**config.mk**
```make
export PLATFORM = sky130hd
export DESIGN_NAME = pipe_ir_chain
export DESIGN_NICKNAME = d
export VERILOG_FILES = /design/src/rtl/otter_pkg.sv /design/src/rtl/load_use_detect.sv /design/src/rtl/pipe_ir_chain.sv
export SDC_FILE = /design/constraint.sdc
export NUM_CORES = 1
export LEC_CHECK = 0
export ABC_AREA = 1
export CORE_ASPECT_RATIO = 2
export CORE_MARGIN = 5
export CORE_UTILIZATION = 47
export DETAILED_ROUTE_END_ITERATION = 8
export GPL_ROUTABILITY_DRIVEN = 0
export HOLD_SLACK_MARGIN = 0.05
export PLACE_DENSITY = 0.84
export SKIP_LAST_GASP = 1
export SYNTH_ARGS = -nofsm -noshare
export SYNTH_HDL_FRONTEND = slang
export SYNTH_SLANG_ARGS = --single-unit
```
**constraint.sdc**
```tcl
create_clock -name CLK -period 2.9 [get_ports CLK]
set_input_delay 0.29 -clock CLK [delete_from_list [all_inputs] [get_ports CLK]]
set_output_delay 0.29 -clock CLK [all_outputs]
set_load 0.05 [all_outputs]
```
**src/rtl/otter_pkg.sv**
```systemverilog
// Shared OTTER pipeline definitions: opcodes, branch func3 codes, bubble
// encoding and the register-use decode shared by hazard logic and decoder.
package otter_pkg;

   typedef enum logic [6:0] {
      LUI    = 7'b0110111,
      AUIPC  = 7'b0010111,
      JAL    = 7'b1101111,
      JALR   = 7'b1100111,
      BRANCH = 7'b1100011,
      LOAD   = 7'b0000011,
      STORE  = 7'b0100011,
      OP_IMM = 7'b0010011,
      OP     = 7'b0110011,
      SYSTEM = 7'b1110011
   } opcode_t;

   typedef enum logic [2:0] {
      BEQ  = 3'b000,
      BNE  = 3'b001,
      BLT  = 3'b100,
      BGE  = 3'b101,
      BLTU = 3'b110,
      BGEU = 3'b111
   } func3_t;

   // ADDI x0,x0,0
   localparam logic [31:0] NOP = 32'h00000013;

   // SYSTEM reads rs1 only for the register forms of CSR access (func3[2]=0)
   function automatic logic uses_rs1(input logic [6:0] opc, input logic [2:0] f3);
      logic r;
      r = 1'b0;
      case (opc)
         JALR, BRANCH, LOAD, STORE, OP_IMM, OP: r = 1'b1;
         SYSTEM:                                r = ~f3[2];
         default:                               r = 1'b0;
      endcase
      return r;
   endfunction

   function automatic logic uses_rs2(input logic [6:0] opc);
      logic r;
      r = 1'b0;
      case (opc)
         BRANCH, STORE, OP: r = 1'b1;
         default:           r = 1'b0;
      endcase
      return r;
   endfunction

endpackage

```
**src/rtl/load_use_detect.sv**
```systemverilog
// Combinational load-use hazard: a valid load in EXE writes a register that
// the valid instruction in DEC reads.
module load_use_detect
   import otter_pkg::*;
#(
   parameter int unsigned XLEN = 32
) (
   input  logic [XLEN-1:0] EXE_IR,
   input  logic            EXE_V,
   input  logic [XLEN-1:0] DEC_IR,
   input  logic            DEC_V,
   output logic            hazard
);

   logic [4:0] w_rd;
   logic       w_exe_load;
   logic       w_rs1_hit;
   logic       w_rs2_hit;
   logic       w_unused;

   assign w_unused = ^{EXE_IR[XLEN-1:12], DEC_IR[11:7], DEC_IR[XLEN-1:25]};

   // x0 writes are architecturally discarded, so they never create a hazard
   always_comb begin
      w_rd       = EXE_IR[11:7];
      w_exe_load = EXE_V && (EXE_IR[6:0] == LOAD) && (w_rd != 5'd0);
      w_rs1_hit  = uses_rs1(DEC_IR[6:0], DEC_IR[14:12]) && (DEC_IR[19:15] == w_rd);
      w_rs2_hit  = uses_rs2(DEC_IR[6:0]) && (DEC_IR[24:20] == w_rd);
      hazard     = w_exe_load && DEC_V && (w_rs1_hit || w_rs2_hit);
   end

endmodule

```
**src/rtl/pipe_ir_chain.sv**
```systemverilog
// DEC/EXE/MEM/WB instruction and PC registers with load-use stall, branch or
// interrupt squash, and saturating stall/flush event counters.
module pipe_ir_chain
   import otter_pkg::*;
#(
   parameter int unsigned     XLEN      = 32,
   parameter logic [XLEN-1:0] NOP_INSTR = XLEN'(NOP),
   parameter int unsigned     CNT_W     = 16
) (
   input  logic             CLK,
   input  logic             RST,
   input  logic [XLEN-1:0]  IF_IR,
   input  logic [XLEN-1:0]  IF_PC,
   input  logic             IF_VALID,
   input  logic             CLEAR,
   input  logic             INT_TAKEN,
   output logic             STALL,
   output logic [XLEN-1:0]  DEC_IR,
   output logic [XLEN-1:0]  EXE_IR,
   output logic [XLEN-1:0]  MEM_IR,
   output logic [XLEN-1:0]  WB_IR,
   output logic [XLEN-1:0]  DEC_PC,
   output logic [XLEN-1:0]  EXE_PC,
   output logic [XLEN-1:0]  MEM_PC,
   output logic [XLEN-1:0]  WB_PC,
   output logic             DEC_V,
   output logic             EXE_V,
   output logic             MEM_V,
   output logic             WB_V,
   output logic [CNT_W-1:0] STALL_CNT,
   output logic [CNT_W-1:0] FLUSH_CNT
);

   logic [XLEN-1:0]  r_dec_ir, r_exe_ir, r_mem_ir, r_wb_ir;
   logic [XLEN-1:0]  r_dec_pc, r_exe_pc, r_mem_pc, r_wb_pc;
   logic             r_dec_v, r_exe_v, r_mem_v, r_wb_v;
   logic [CNT_W-1:0] r_stall_cnt, r_flush_cnt;
   logic             w_hazard;
   logic             w_flush;
   logic             w_stall;

   load_use_detect #(
      .XLEN (XLEN)
   ) u_load_use_detect (
      .EXE_IR (r_exe_ir),
      .EXE_V  (r_exe_v),
      .DEC_IR (r_dec_ir),
      .DEC_V  (r_dec_v),
      .hazard (w_hazard)
   );

   // Squash outranks stall: the stalled instruction is on the wrong path anyway
   always_comb begin
      w_flush = CLEAR | INT_TAKEN;
      w_stall = w_hazard & ~w_flush;
   end

   // Stage registers: MEM/WB always advance, DEC/EXE depend on flush/stall
   always_ff @(posedge CLK) begin
      if (RST) begin
         r_dec_ir <= NOP_INSTR; r_exe_ir <= NOP_INSTR;
         r_mem_ir <= NOP_INSTR; r_wb_ir  <= NOP_INSTR;
         r_dec_pc <= '0; r_exe_pc <= '0; r_mem_pc <= '0; r_wb_pc <= '0;
         r_dec_v  <= 1'b0; r_exe_v <= 1'b0; r_mem_v <= 1'b0; r_wb_v <= 1'b0;
      end else begin
         r_wb_ir  <= r_mem_ir; r_wb_pc  <= r_mem_pc; r_wb_v  <= r_mem_v;
         r_mem_ir <= r_exe_ir; r_mem_pc <= r_exe_pc; r_mem_v <= r_exe_v;
         if (w_flush) begin
            r_exe_ir <= NOP_INSTR; r_exe_pc <= r_dec_pc; r_exe_v <= 1'b0;
            r_dec_ir <= NOP_INSTR; r_dec_pc <= IF_PC;    r_dec_v <= 1'b0;
         end else if (w_stall) begin
            r_exe_ir <= NOP_INSTR; r_exe_pc <= r_dec_pc; r_exe_v <= 1'b0;
         end else begin
            r_exe_ir <= r_dec_ir; r_exe_pc <= r_dec_pc; r_exe_v <= r_dec_v;
            r_dec_ir <= IF_VALID ? IF_IR : NOP_INSTR;
            r_dec_pc <= IF_PC;
            r_dec_v  <= IF_VALID;
         end
      end
   end

   // Saturating event counters
   always_ff @(posedge CLK) begin
      if (RST) begin
         r_stall_cnt <= '0;
         r_flush_cnt <= '0;
      end else begin
         if (w_stall && (r_stall_cnt != '1)) r_stall_cnt <= r_stall_cnt + CNT_W'(1);
         if (w_flush && (r_flush_cnt != '1)) r_flush_cnt <= r_flush_cnt + CNT_W'(1);
      end
   end

   // Drive outputs from the stage registers
   always_comb begin
      STALL     = w_stall;
      DEC_IR    = r_dec_ir; EXE_IR = r_exe_ir; MEM_IR = r_mem_ir; WB_IR = r_wb_ir;
      DEC_PC    = r_dec_pc; EXE_PC = r_exe_pc; MEM_PC = r_mem_pc; WB_PC = r_wb_pc;
      DEC_V     = r_dec_v;  EXE_V  = r_exe_v;  MEM_V  = r_mem_v;  WB_V  = r_wb_v;
      STALL_CNT = r_stall_cnt;
      FLUSH_CNT = r_flush_cnt;
   end

endmodule

```
==> out/results.txt <==
Die Width -> 112 um
Global-route wire length before repair -> 44,000 um
Postcts setup bufs -> 0
Count of cell types in the netlist -> 34
Post-route cell area -> 14,500 sq um
Combinational share of power -> 8.3%
CP required -> 2.61 ns
Syn Nets -> 1,253
Vias per inst -> 4.69
Detail Route Antenna Nets -> 0
Top-level port count -> 362
H-tree depth -> 1
Clk network pwr share -> 43.9%
CTS Hold Bufs -> 0
YS warnings -> 0
Mapped Area -> 9720 sq um
Commonest non-fill, non-tap cell in the layout -> clkdlybuf4s50_1
Top-area cell type share of the netlist area -> 60.1%
Final setup margin -> 0.379 ns
Layout fillers -> 1,513
Final wirelength -> 28,900 um
CTS root buffer -> clkbuf_16
Site row count -> 74
Layout cells sized above 1 -> 5.23%
Crit path max fanout -> 10
PD cells -> 598 nW/um^2
Syn avg cell area -> 8.23 sq um
Synth-to-Final Area Change -> 48.6%
Cts bufs inserted -> 25
Lkg Pwr -> 0.00555 uW
Tcrit/Tclk final -> 86.9%
Synth area leader -> dfxtp_1
DR pass1 iterations -> 5
Max frequency -> 0.397 GHz
Buffers added on ports -> 361
Overall global routing resource usage -> 23.1%
CTS tree -> done
Yosys reg bits -> 292
Largest net degree at the start of global routing -> 173
Outcome -> finished, final reports clean
Die Y -> 213 um
CP arrival -> 2.23 ns
Final min period -> 2.52 ns
Crit path kind -> reg2out
Initial Util -> 47.7%
Initial drt markers -> 413
Unrepaired setup endpoints after global routing -> false
Worst skew pair latency -> 0.53 ns
Wirelength per Cell -> 15.9 um
Slew @ Worst Pin -> 0.926 ns
Vias -> 8,521
Final setup fails -> 0
Cells after Synth -> 1,182
Min-Delay Path Class -> in2reg
Final #Nets -> 1,604
Core ar. -> 20,400 sq um
Placement Setup Slack -> 0.509 ns
Seq/Total Area, Yosys -> 60.1%
Commonest cells after routing, fill and taps aside -> clkdlybuf4s50_1, dfxtp_1, nor2_1, inv_1, nand2_1
Sw frac -> 22.8%
Rel. slew slack -> 38.2%
Final hold vios -> 0
Final setup TNS -> 0 ns
Setup Skew -> 0.0175 ns
Total gr overflow -> 0
CTS resizes -> 0
VDD IR max -> 0.712 mV
Most area-consuming cells after synthesis -> dfxtp_1, nor2_1, inv_1
Area of the die -> 23,800 sq um
Placement Cell Area -> 13,500 sq um
Initial antenna violation count -> 1
Sw power -> 1970 uW
Slew Viols, Final -> 0
Number of global-route vias before repair -> 8,440
Number of remaining DRC errors -> 0
Final HPWL DP -> 21,800 um
Clock sink count -> 292
CP Capture Type -> output pin
Final hold slack -> 0.102 ns
Critical Path Start Type -> flop
Clock slew at reported path FFs -> 0.07 ns
Flop pwr share -> 47.8%
Design internal power -> 6670 uW
Maxcap violations -> 0
Clock buffer depth -> 3
## through the flow
step	util [%]	power (uW)	instances
floorplan	-	4640	1182
global placement	66.3	4920	1772
detailed placement	66.3	4940	1772
CTS	70.9	8720	1816
global route	71.0	8920	1817
finish	71.0	8640	1817
## synth_stat cells
cell and n:
buf_6 10, dfxtp_1 292, or2_2 7, nand4_1 14, nor4_1 2, nand3_2 1, nor2_4 3, inv_2 4
o21bai_1 4, inv_1 225, a21oi_2 4, nand3_1 23, a21oi_1 80, nand2_1 153, ha_1 2, o22ai_1 1
and3_1 1, clkbuf_8 1, nand2_2 3, buf_2 9, nor3_2 2, o21ai_0 40, nor2_2 2, xnor2_1 3
nand3_4 1, or2_1 3, xor2_1 6, o21ai_1 5, clkinv_1 1, nand2_4 1, clkbuf_1 26, o211ai_1 1
nor3_1 8, nor2_1 244
## cell type report
class                   instances  area, sq um  area share, %
multi-input cells             614         2750           19.0
diodes                          1         2.50         0.0173
clock inverters                12          246           1.71
clock buffers                  32          702           4.86
inverters                     230          863           5.97
well taps                     266          333           2.30
repair buffers                370         3710           25.7
flip-flops and latches        292         5850           40.4
## logic make-up after synthesis
kind of cell,synth area share (%)
fa+ha+maj,0.257
compound gates,7.24
buf+inv,11.6
simple gates,19.9
xor+xnor,0.811
flops,60.1
## worst max-delay path: stages (launching register included)
cell and delay [ns]:
dfxtp_1 0.44, inv_1 0.09, o21ai_1 0.12, nand2_1 0.09, nor2_1 0.10, nand4_1 0.13
nand2_1 0.14, nand2_1 0.10, nor2_4 0.29, buf_12 0.19
## power by group through the flow
stage	sequential, uW	combinational (uW)	clock, uW
2_1_floorplan	4480	165	0
3_3_place_gp	4220	707	0
3_5_place_dp	4220	718	0
4_1_cts	4130	721	3870
5_1_grt	4140	757	4030
6_report	4130	717	3790
## worst paths after layout
check / cells after the start / from / slack, ns / end
hold reg to reg: 2 / EXE_IR[26]$_SDFF_PP0_ / 0.41 / MEM_IR[26]$_SDFF_PP0_
setup reg to reg: 12 / EXE_IR[7]$_SDFF_PP0_ / 0.61 / DEC_IR[28]$_SDFFE_PP0N_
setup / recovery: 9 / DEC_IR[6]$_SDFFE_PP0N_ / 0.38 / STALL
hold / removal: 3 / RST / 0.10 / DEC_IR[4]$_SDFFE_PP1N_
## routing by layer
| metal | vias to the layer above | GRT usage, % | share of wire [%] |
|---|---|---|---|
| li1 | 4225 | - | - |
| met1 | 3904 | 21.5 | 34 |
| met2 | 331 | 46.3 | 56 |
| met3 | 61 | 5.56 | 6.7 |
| met4 | 0 | 10.8 | 4.0 |
| met5 | - | 0 | 0 |
## sequential cells by signal (all words and copies together) (netlist names), 16 cells and up
name       flops
WB_IR         32
EXE_PC        32
MEM_IR        32
DEC_PC        32
FLUSH_CNT     16
WB_PC         32
DEC_IR        32
EXE_IR        32
STALL_CNT     16
MEM_PC        32
No activity file was read; power rests on OpenSTA's default activity.
